**config.mk**
```make
export PLATFORM = sky130hd
export DESIGN_NAME = pipe_sequencer
export DESIGN_NICKNAME = d
export VERILOG_FILES = /design/src/rtl/pipe_sequencer.sv
export SDC_FILE = /design/constraint.sdc
export NUM_CORES = 1
export LEC_CHECK = 0
export ABC_AREA = 0
export CAP_MARGIN = 20
export CELL_PAD_IN_SITES_DETAIL_PLACEMENT = 1
export CELL_PAD_IN_SITES_GLOBAL_PLACEMENT = 2
export CORE_MARGIN = 4
export CORE_UTILIZATION = 28
export DETAILED_ROUTE_END_ITERATION = 10
export GPL_TIMING_DRIVEN = 0
export PLACE_DENSITY = 0.84
export SYNTH_ARGS = -nofsm -noshare
export SYNTH_HDL_FRONTEND = slang
export SYNTH_SLANG_ARGS = --single-unit
export TNS_END_PERCENT = 20
```
**constraint.sdc**
```tcl
create_clock -name clk -period 2.05 [get_ports clk]
set_input_delay 0.615 -clock clk [delete_from_list [all_inputs] [get_ports clk]]
set_output_delay 0.615 -clock clk [all_outputs]
set_load 0.05 [all_outputs]
```
**src/rtl/pipe_sequencer.sv**
```systemverilog
// Issue/sequencing controller for the two-stage (EX, WB) 8-bit pipeline:
// handshake intake, bubble insertion, stalls, halt/drain and retire counting.
module pipe_sequencer #(
  parameter int CNT_W = 8
) (
  input  logic             clk,
  input  logic             rst,
  input  logic             start,
  input  logic             stall_req,
  input  logic             in_valid,
  input  logic [7:0]       in_instr,
  output logic             in_ready,
  output logic             ex_valid,
  output logic [7:0]       ex_instr,
  output logic             wb_valid,
  output logic [7:0]       wb_instr,
  output logic [1:0]       fwd_sel_a,
  output logic [1:0]       fwd_sel_b,
  output logic             rf_we,
  output logic [2:0]       rf_waddr,
  output logic             busy,
  output logic             done,
  output logic [CNT_W-1:0] retired_cnt
);

  typedef enum logic [1:0] {IDLE, RUN, DRAIN, DONE} state_t;

  state_t     state;
  logic       accept;
  logic       in_is_halt;
  logic [1:0] wb_fwd_code;

  assign in_ready   = (state == RUN) && !stall_req;
  assign accept     = in_valid && in_ready;
  assign in_is_halt = (in_instr[7:6] == 2'b11);

  assign rf_we    = wb_valid && !stall_req && !wb_instr[7];
  assign rf_waddr = wb_instr[5:3];

  // A halt is consumed at accept, so it becomes a bubble rather than entering EX.
  always_ff @(posedge clk or posedge rst) begin
    if (rst) begin
      ex_valid <= 1'b0;
      ex_instr <= 8'h00;
      wb_valid <= 1'b0;
      wb_instr <= 8'h00;
    end else if (!stall_req) begin
      wb_valid <= ex_valid;
      wb_instr <= ex_instr;
      if (accept && !in_is_halt) begin
        ex_valid <= 1'b1;
        ex_instr <= in_instr;
      end else begin
        ex_valid <= 1'b0;
        ex_instr <= 8'h00;
      end
    end
  end

  // Control FSM; busy/done are registered alongside the state they describe.
  always_ff @(posedge clk or posedge rst) begin
    if (rst) begin
      state       <= IDLE;
      busy        <= 1'b0;
      done        <= 1'b0;
      retired_cnt <= '0;
    end else begin
      done <= 1'b0;
      if (state == IDLE && start && !stall_req)
        retired_cnt <= '0;
      else if (wb_valid && !stall_req)
        retired_cnt <= retired_cnt + CNT_W'(1);

      case (state)
        IDLE: begin
          if (start && !stall_req) begin
            state <= RUN;
            busy  <= 1'b1;
          end
        end
        RUN: begin
          if (accept && in_is_halt)
            state <= DRAIN;
        end
        DRAIN: begin
          if (!stall_req && !ex_valid && !wb_valid) begin
            state <= DONE;
            busy  <= 1'b0;
            done  <= 1'b1;
          end
        end
        DONE: begin
          state <= IDLE;
        end
        default: begin
          state <= IDLE;
          busy  <= 1'b0;
        end
      endcase
    end
  end

  always_comb begin
    case (wb_instr[7:6])
      2'b00:   wb_fwd_code = 2'b10;
      2'b01:   wb_fwd_code = 2'b01;
      default: wb_fwd_code = 2'b00;
    endcase
  end

  // Only an add in EX reads registers; li's low field is an immediate.
  always_comb begin
    fwd_sel_a = 2'b00;
    fwd_sel_b = 2'b00;
    if (ex_valid && ex_instr[7:6] == 2'b01 && wb_valid) begin
      if (ex_instr[5:3] == wb_instr[5:3])
        fwd_sel_a = wb_fwd_code;
      if (ex_instr[2:0] == wb_instr[5:3])
        fwd_sel_b = wb_fwd_code;
    end
  end

endmodule

```
# Word-level counts from Yosys, hierarchy flattened
# Index checks and enable logic that the tools add are counted.
# totals
inputBits	13
elab_cells	62
output_inout_bits	37
reg_bits	30
# classes
n_reduce_logical	24
mux	18
n_addsub	1
eq_ne	11
# ops
operator	n
two-way mux 8 bit	3
two-way mux 2 bit	7
logical AND 1 bit	13
adder 8 x 1 -> 8 bit (second input constant)	1
case mux 2 bit (4 select lines)	1
== test 2 x 1 -> 1 bit (second input constant)	3
== test 2 bit (second input constant)	3
== test 3 bit	2
AND reduction 3 bit	2
logical NOT 1 bit	5
two-way mux 1 bit	5
logical NOT 2 bit	2
inequality test 2 x 1 -> 1 bit (second input constant)	2
case mux 2 bit (2 select lines)	1
nonzero test 2 bit	2
inequality test 2 bit (second input constant)	1
case mux 1 bit (2 select lines)	1

# Logic depth before layout (Yosys ltp)
# Gate-level depths: netlist of run 1.
# logic_depth
word_depth	6
ltp_mapped	5
ltp_nobuf	5

# Least setup slack after synthesis of run 1
# Ideal clock, no wire load.
# synth_timing
path_type	flip-flop to output port
from	reg wb_valid
to	out fwd_sel_b[1]
path_slack_ns	-0.682
path_buffers	0
path_stages_with_launch	4
arrival_ns	2.117
required_ns	1.435
cell_sequence	dfrtp_1 > and2_1 > nand3_1 > nor3_1
# synth_via
elab_chain_cells	2
# synth_rtl
item	line_no	source
from (decl)	15	output logic wb_valid,
from (signal assigned)	48	wb_valid <= ex_valid;
logical AND 1 bit	115	if (ex_valid && ex_instr[7:6] == 2'b01 && wb_valid) begin
two-way mux 2 bit	115	
to (decl)	18	output logic [1:0] fwd_sel_b,
# No other way between the ends.

# Final worst setup path of run 1
# layout_timing
from	reg ex_instr[7]
to	out fwd_sel_b[1]
# layout_via
elab_chain_cells	4
# layout_rtl
item	line_no	source
from (decl)	14	output logic [7:0] ex_instr,
from (signal assigned)	52	ex_instr <= in_instr;
== test 2 x 1 -> 1 bit	115	
logical AND 1 bit (2 in series)	115	
two-way mux 2 bit	115	
# No other way between the ends.

==> run_results.csv, run 1 <==
group,metric,value,unit
outcome,status,"finished clean",
cells_and_area,nets,208,
timing,finalClockSkew,0.00222,ns
power_and_ir_drop,p_leak,1.17,nW
cts,clock_latency,0.28,ns
power_and_ir_drop,switchingPower,0.000986,W
grt,grt_antenna_before_repair,0,
cells_and_area,nFillCells,583,
routing,vias,1215,
cts,cts_buffer_depth,2,
hold_path,hold_path_class,"flop to flop",
logic_synthesis,syn-cell-area,1500,µm²
cells_and_area,fin_util,44.7,%
power_and_ir_drop,pwr-share-comb,43.5,%
grt,overflow,0,
die,rows,26,
timing,max_freq,493,MHz
routing,drtAntennaViolNets,0,
grt,grtUsageTotal,14.4,%
grt,grt_max_degree,23,
grt,grt_pass1_vias,1362,
die,die_area,6590,µm²
setup_path,cp_slowest_stage_delay,0.42,ns
routing,firstDrtPassIters,4,
logic_synthesis,yosys_warnings,0,
logic_synthesis,synth_nets,148,
cts,h-tree-depth,2,
cells_and_area,area_growth,53.3,%
cells_and_area,layoutNonFillerInstCount,261,
die,die_x,81.2,µm
setup_path,crit_buf_inv,1,
timing,rsz0062_at_grt,"true",
timing,hold_viol,0,
cells_and_area,seq_area,761,µm²
routing,first_iter_violations,52,
timing,tightest_slew,0.516,ns
setup_path,slowest_stage,"dfrtp_1",
timing,final_max_slew_viol_count,0,
place,dp_hpwl,3190,µm
grt,busiest_layer,"met2",
routing,route.detailed.drc,0,
setup_path,critPathMaxFanout,4,
logic_synthesis,synth.distinct_cells,36,
flow_run,drv_cap,0,
timing,period_needed,2.03,ns
die,start_util,29.2,%
place,port_buffers,48,
cts,ctsHoldBuffers,0,
routing,routed_wl,4260,µm
timing,hold_ws,0.501,ns
grt,grt_pass1_wl,7020,µm
timing,period_share,99.0,%
cells_and_area,antenna_cells,0,
power_and_ir_drop,ir_drop,0.000544,V
power_and_ir_drop,seqPwrFrac,35.1,%
cts,root_buffer,"clkbuf_8",
logic_synthesis,syn_avg_cell_area,11.5,µm²
cells_and_area,multi_input_area,779,µm²
grt,use_met2,24.3,%
setup_path,crit_arrival,1.41,ns
grt,grtUsageMet3,3.99,%
timing,tns,0,ns
place,place_inst,249,
setup_path,crit_required,1.43,ns
power_and_ir_drop,clkPwrFrac,21.4,%
setup_path,end_kind,"primary output",
die,io_pins,50,
grt,grt_use_met1,17.3,%
setup_path,cpLargestDelayFamily,"simple AND/OR/NAND/NOR gates",
logic_synthesis,ys_seq_area_share,50.1,%
die,coreArea,5140,µm²
timing,setup_viol_count_final,0,
cts,cts_tree,"built",
setup_path,crit_type,"flop to primary output",
cts,cts_buffers,5,
power_and_ir_drop,intPower,0.00133,W
routing,via_per_inst,4.66,
cts,clkTransAtPathRegs,0.06,ns
power_and_ir_drop,switching_share,42.6,%
setup_path,worstSetupStartpointType,"flop",
cells_and_area,drive_gt1_share,35.1,%
setup_path,worstPathCellList,"nor2_2 > nand3_2 > nor3_4 > buf_6",
logic_synthesis,ys_seq_elements,30,
place,gp_congestion,0.708,
die,die_y,81.2,µm
routing,wl_per_cell,16.3,µm
power_and_ir_drop,power_density,1010,nW/µm²
logic_synthesis,synth_cells,130,
timing,slew_headroom,65.5,%
cts,numClockSinks,30,
-- cell families (layout without fill, tap and decap cells) --
group                    after synthesis  count (layout)  synth area share [%]
AND/OR/NAND/NOR                       37              37                  15.2
flip-flops                            30              30                  50.1
AO/OA/AOI/OAI                         24              24                  11.6
multiplexers                          13              13                  9.52
buffers and inverters                 13              74                  4.76
XOR/XNOR                               8               8                  4.67
adder cells (fa/ha/maj)                5               5                  4.17
-- registers in the layout, summed over array words and instances, names as in the netlist --
name,count
busy,1
done,1
ex_instr,8
ex_valid,1
retired_cnt,8
state,2
wb_instr,8
wb_valid,1
-- cells in the mapped netlist (all sizes together) --
cell type   n  share of area [%]
nand4       1               0.42
nor3        2               0.67
mux2       10                7.5
dfrtp      30                 50
o22ai       1               0.42
nor2       10                2.5
nand3b      4                2.8
xor2        2                1.2
o21ai       4                1.3
xnor2       6                3.5
nor4        1               0.42
ha          5                4.2
o2111ai     1               0.58
nor4b       1               0.58
inv         6                1.5
nand2       2               0.50
or3         2               0.83
o2bb2ai     1               0.58
or2b        1               0.50
nand2b      3                1.3
or4         2                1.3
o31ai       2                1.0
a22o        8                4.7
buf         7                3.3
nand3       6                2.3
a21o        1               0.50
mux2i       3                2.0
and2        1               0.42
a21oi       6                2.5
and4b       1               0.67
-- timing repair --
action                                  in CTS  in global routing
setup buffers                                2                  2
pin swaps                                    0                  4
resized for setup                           77                 13
endpoints found under the setup margin      36                  6
-- cells in the final DEF (no fill, tap or decap), types with 4 or more instances in the layout --
master | synthesis | routed
a21oi_1 | 4 | 4
a22o_1 | 8 | 8
xnor2_2 | 0 | 6
nor2_2 | 0 | 4
clkdlybuf4s50_1 | 0 | 11
dfrtp_2 | 0 | 8
nor2_1 | 10 | 5
buf_6 | 1 | 6
nand3_2 | 1 | 4
o21ai_0 | 4 | 4
buf_4 | 3 | 11
ha_1 | 5 | 5
dfrtp_1 | 30 | 22
inv_1 | 6 | 6
dlygate4sd2_1 | 0 | 28
clkbuf_8 | 0 | 6
mux2_2 | 10 | 10
-- cell type report --
type	instances	area share (%)
well taps	70	3.81
clock inverters	1	0.218
inverters	6	0.980
clock buffers	7	3.76
multi-input cells	87	33.9
flip-flops and latches	30	33.1
plain buffers	7	2.34
repair buffers	53	21.8
-- per-stage QoR --
stage | total power (W) | worst slack, ns | cell area (µm²)
2_1_floorplan | 0.00149 | -0.0634 | 1540
3_3_place_gp | 0.00178 | -0.660 | 2110
3_5_place_dp | 0.00183 | -0.661 | 2130
4_1_cts | 0.00231 | -0.0486 | 2230
5_1_grt | 0.00246 | -0.0569 | 2300
6_report | 0.00231 | 0.0206 | 2300
-- power groups by stage --
stage                     logic [W]  clock network (W)  registers [W]
after global placement     0.000977                  0       0.000806
final                       0.00101           0.000494       0.000812
after CTS                  0.000989           0.000511       0.000806
after detailed placement    0.00101                  0       0.000817
after global routing        0.00109           0.000541       0.000832
after floorplan            0.000430                  0        0.00106
-- worst register-to-register path, stage by stage (launching register included) --
cell and delay (ns):
dfrtp_1 0.38, inv_1 0.12, ha_1 0.26, a21oi_1 0.18, or4_4 0.55, a21oi_2 0.15
-- final timing paths --
| path | startpoint | to | slack [ns] | depth (start not counted) |
|---|---|---|---|---|
| worst min-delay path | wb_instr[1] | wb_instr[1] | 0.50 | 1 |
| worst min register to register | wb_instr[1] | wb_instr[1] | 0.50 | 1 |
| worst max-delay path | ex_instr[7] | fwd_sel_b[1] | 0.02 | 4 |
| max in group asynchronous | rst | ex_valid | 0.96 | 3 |
| worst max register to register | state[0] | retired_cnt[6] | 0.34 | 5 |
| min in group asynchronous | rst | wb_instr[7] | 0.63 | 2 |
-- metal layers --
metal | up-vias | part of all wire [%]
li1 | 578 | -
met1 | 616 | 41
met2 | 17 | 55
met3 | 4 | 2.8
met4 | 0 | 1.4
met5 | - | 0
Power figures use the tool's default switching activity.
==> inputs of run 2 (changes only) <==
--- a/config.mk
+++ b/config.mk
@@ -11,6 +11,7 @@
 export CELL_PAD_IN_SITES_GLOBAL_PLACEMENT = 2
 export CORE_MARGIN = 4
 export CORE_UTILIZATION = 28
+export CTS_CLUSTER_DIAMETER = 80
 export DETAILED_ROUTE_END_ITERATION = 10
 export GPL_TIMING_DRIVEN = 0
 export PLACE_DENSITY = 0.84
==> results of run 2 <==
Same layout as run 1: the final DEF is identical, and so are final timing and power.
==> inputs of run 3 (changes only) <==
--- a/config.mk
+++ b/config.mk
@@ -9,12 +9,13 @@
 export CAP_MARGIN = 20
 export CELL_PAD_IN_SITES_DETAIL_PLACEMENT = 1
 export CELL_PAD_IN_SITES_GLOBAL_PLACEMENT = 2
+export CORE_ASPECT_RATIO = 1.1
 export CORE_MARGIN = 4
-export CORE_UTILIZATION = 28
+export CORE_UTILIZATION = 30
 export CTS_CLUSTER_DIAMETER = 80
 export DETAILED_ROUTE_END_ITERATION = 10
 export GPL_TIMING_DRIVEN = 0
-export PLACE_DENSITY = 0.84
+export PLACE_DENSITY = 0.88
 export SYNTH_ARGS = -nofsm -noshare
 export SYNTH_HDL_FRONTEND = slang
 export SYNTH_SLANG_ARGS = --single-unit
==> constraint.sdc (replaced) <==
create_clock -name clk -period 2.54 [get_ports clk]
set_input_delay 0.762 -clock clk [delete_from_list [all_inputs] [get_ports clk]]
set_output_delay 0.762 -clock clk [all_outputs]
set_load 0.05 [all_outputs]
==> run 3 against run 2 <==
The run now ends with negative setup slack left. Clock power shrank 7.9%. Register-to-register slack gained 0.47 ns. Sequential power shrank 20%. Setup slack lost 0.025 ns. Clock skew grew 0.0040 ns. Critical endpoint is now fwd_sel_a[0]. Combinational power shrank 23%.
==> run_results.csv, run 3 (same netlist as run 1, synthesis figures left out) <==
group,metric,value,unit
outcome,status,"complete, but fails checks",
outcome,violations,"negative setup slack",
cts,cts_buffers,5,
die,die_x,75.4,µm
die,die_y,82.1,µm
setup_path,crit_type,"flop to primary output",
timing,hold_viol,0,
routing,route.detailed.drc,0,
setup_path,r2r_slack,0.81,ns
timing,period_needed,2.54,ns
timing,setup_viol_count_final,1,
cts,root_buffer,"clkbuf_8",
timing,hold_ws,0.511,ns
timing,final_max_slew_viol_count,0,
routing,vias,1215,
die,rows,26,
timing,rsz0062_at_grt,"true",
die,die_area,6190,µm²
cts,clock_latency,0.28,ns
cells_and_area,top_regs,"ex_instr (8), retired_cnt (8), wb_instr (8)",
setup_path,critPathMaxFanout,8,
power_and_ir_drop,p_leak,0.998,nW
cells_and_area,final_common_cell,"clkdlybuf4s50_1",
grt,grt_max_degree,17,
routing,via_per_inst,5.00,
grt,grt_pass1_wl,6680,µm
setup_path,crit_arrival,1.78,ns
grt,grt_pass1_vias,1317,
cells_and_area,antenna_cells,0,
cts,cts_tree,"built",
hold_path,hp-start,"wb_instr[0]",
setup_path,end_kind,"primary output",
setup_path,r2r-start,"state[0]",
setup_path,r2r-end,"retired_cnt[6]",
hold_path,worstHoldEndpoint,"wb_instr[0]",
setup_path,rr_worst_depth,5,
cts,ctsHoldBuffers,0,
routing,drtAntennaViolNets,0,
flow_run,drv_cap,0,
timing,finalClockSkew,0.00618,ns
die,io_pins,50,
place,port_buffers,48,
grt,grtUsageTotal,14.2,%
cts,numClockSinks,30,
hold_path,min_path_cells,1,
place,dp_hpwl,3070,µm
setup_path,crit_required,1.78,ns
power_and_ir_drop,ir_drop,0.000517,V
setup_path,worstSetupStartpointType,"flop",
timing,tightest_slew,0.658,ns
routing,routed_wl,3990,µm
cts,cts_buffer_depth,2,
timing,max_freq,393,MHz
place,pre_cts_ws,-0.446,ns
routing,wl_per_cell,16.4,µm
power_and_ir_drop,power_density,860,nW/µm²
die,coreArea,4750,µm²
die,start_util,31.6,%
timing,fin_ws,-0.00459,ns
timing,slew_headroom,56.1,%
cts,h-tree-depth,2,
cells_and_area,nets,204,
place,gp_congestion,0.777,
cells_and_area,layout_common_cells,"42 x clkdlybuf4s50_1, 30 x dfrtp_1, 10 x nor2_1, 10 x mux2_2",
hold_path,hold_path_class,"flop to flop",
grt,overflow,0,
cts,clkTransAtPathRegs,0.07,ns
routing,first_iter_violations,42,
cells_and_area,drive_gt1_share,19.8,%
routing,firstDrtPassIters,4,
timing,period_share,100,%
grt,grt_antenna_before_repair,0,
cells_and_area,area_growth,46.0,%
-- run 3: layer usage --
layer  vias up  track usage (%)  part of all wire [%]
li1        573                -                     -
met1       608             17.6                    41
met2        30             23.7                    54
met3         4             4.48                   4.4
met4         0             3.67                  0.78
met5         -                0                     0
-- run 3: metrics by stage --
step | instance area (µm²) | setup TNS [ns] | instances | power, W | util, %
after floorplan | 1500 | -0.455 | 130 | 0.00118 | -
after global routing | 2190 | -0.139 | 243 | 0.00199 | 46.1
final | 2190 | -0.00459 | 243 | 0.00188 | 46.1
after CTS | 2200 | 0 | 243 | 0.00190 | 46.3
after detailed placement | 2080 | -0.843 | 235 | 0.00145 | 43.8
after global placement | 2050 | -0.783 | 234 | 0.00141 | 43.3
-- run 3: critical path: stages, from the launching register on --
cell and delay [ns]:
dfrtp_1 0.49, and2_1 0.20, nand4_1 0.13, nor2_1 0.15
clkdlybuf4s15_1 0.54
-- run 3: worst max-delay path by stage --
stage                    to  depth (start not counted)  startpoint
6_report       fwd_sel_a[0]                          4    wb_valid
3_5_place_dp       in_ready                          5   stall_req
4_1_cts            in_ready                          5   stall_req
5_1_grt        fwd_sel_a[0]                          4    wb_valid
3_3_place_gp       in_ready                          5   stall_req
2_1_floorplan  fwd_sel_a[1]                          3    wb_valid
-- run 3: area by class of cell --
cell class | count | area (µm²)
plain buffers | 7 | 51.3
clock buffers | 8 | 110
fillers | 514 | 2560
inverters | 6 | 22.5
multi-input cells | 87 | 682
flip-flops and latches | 30 | 751
well taps | 56 | 70.1
repair buffers | 49 | 502
-- run 3: power breakdown --
| part | internal (W) | total (W) | switching (W) |
|---|---|---|---|
| Sequential | 0.000559 | 0.000646 | 0.0000872 |
| Combinational | 0.000296 | 0.000782 | 0.000486 |
| Clock | 0.000273 | 0.000455 | 0.000181 |
| Total | 0.00113 | 0.00188 | 0.000755 |
-- run 3: timing repair --
item,CTS,global route
gates resized for setup,17,4
endpoints found under the setup margin,6,3
pin swaps,0,0
buffers inserted,0,0
cloned,0,0
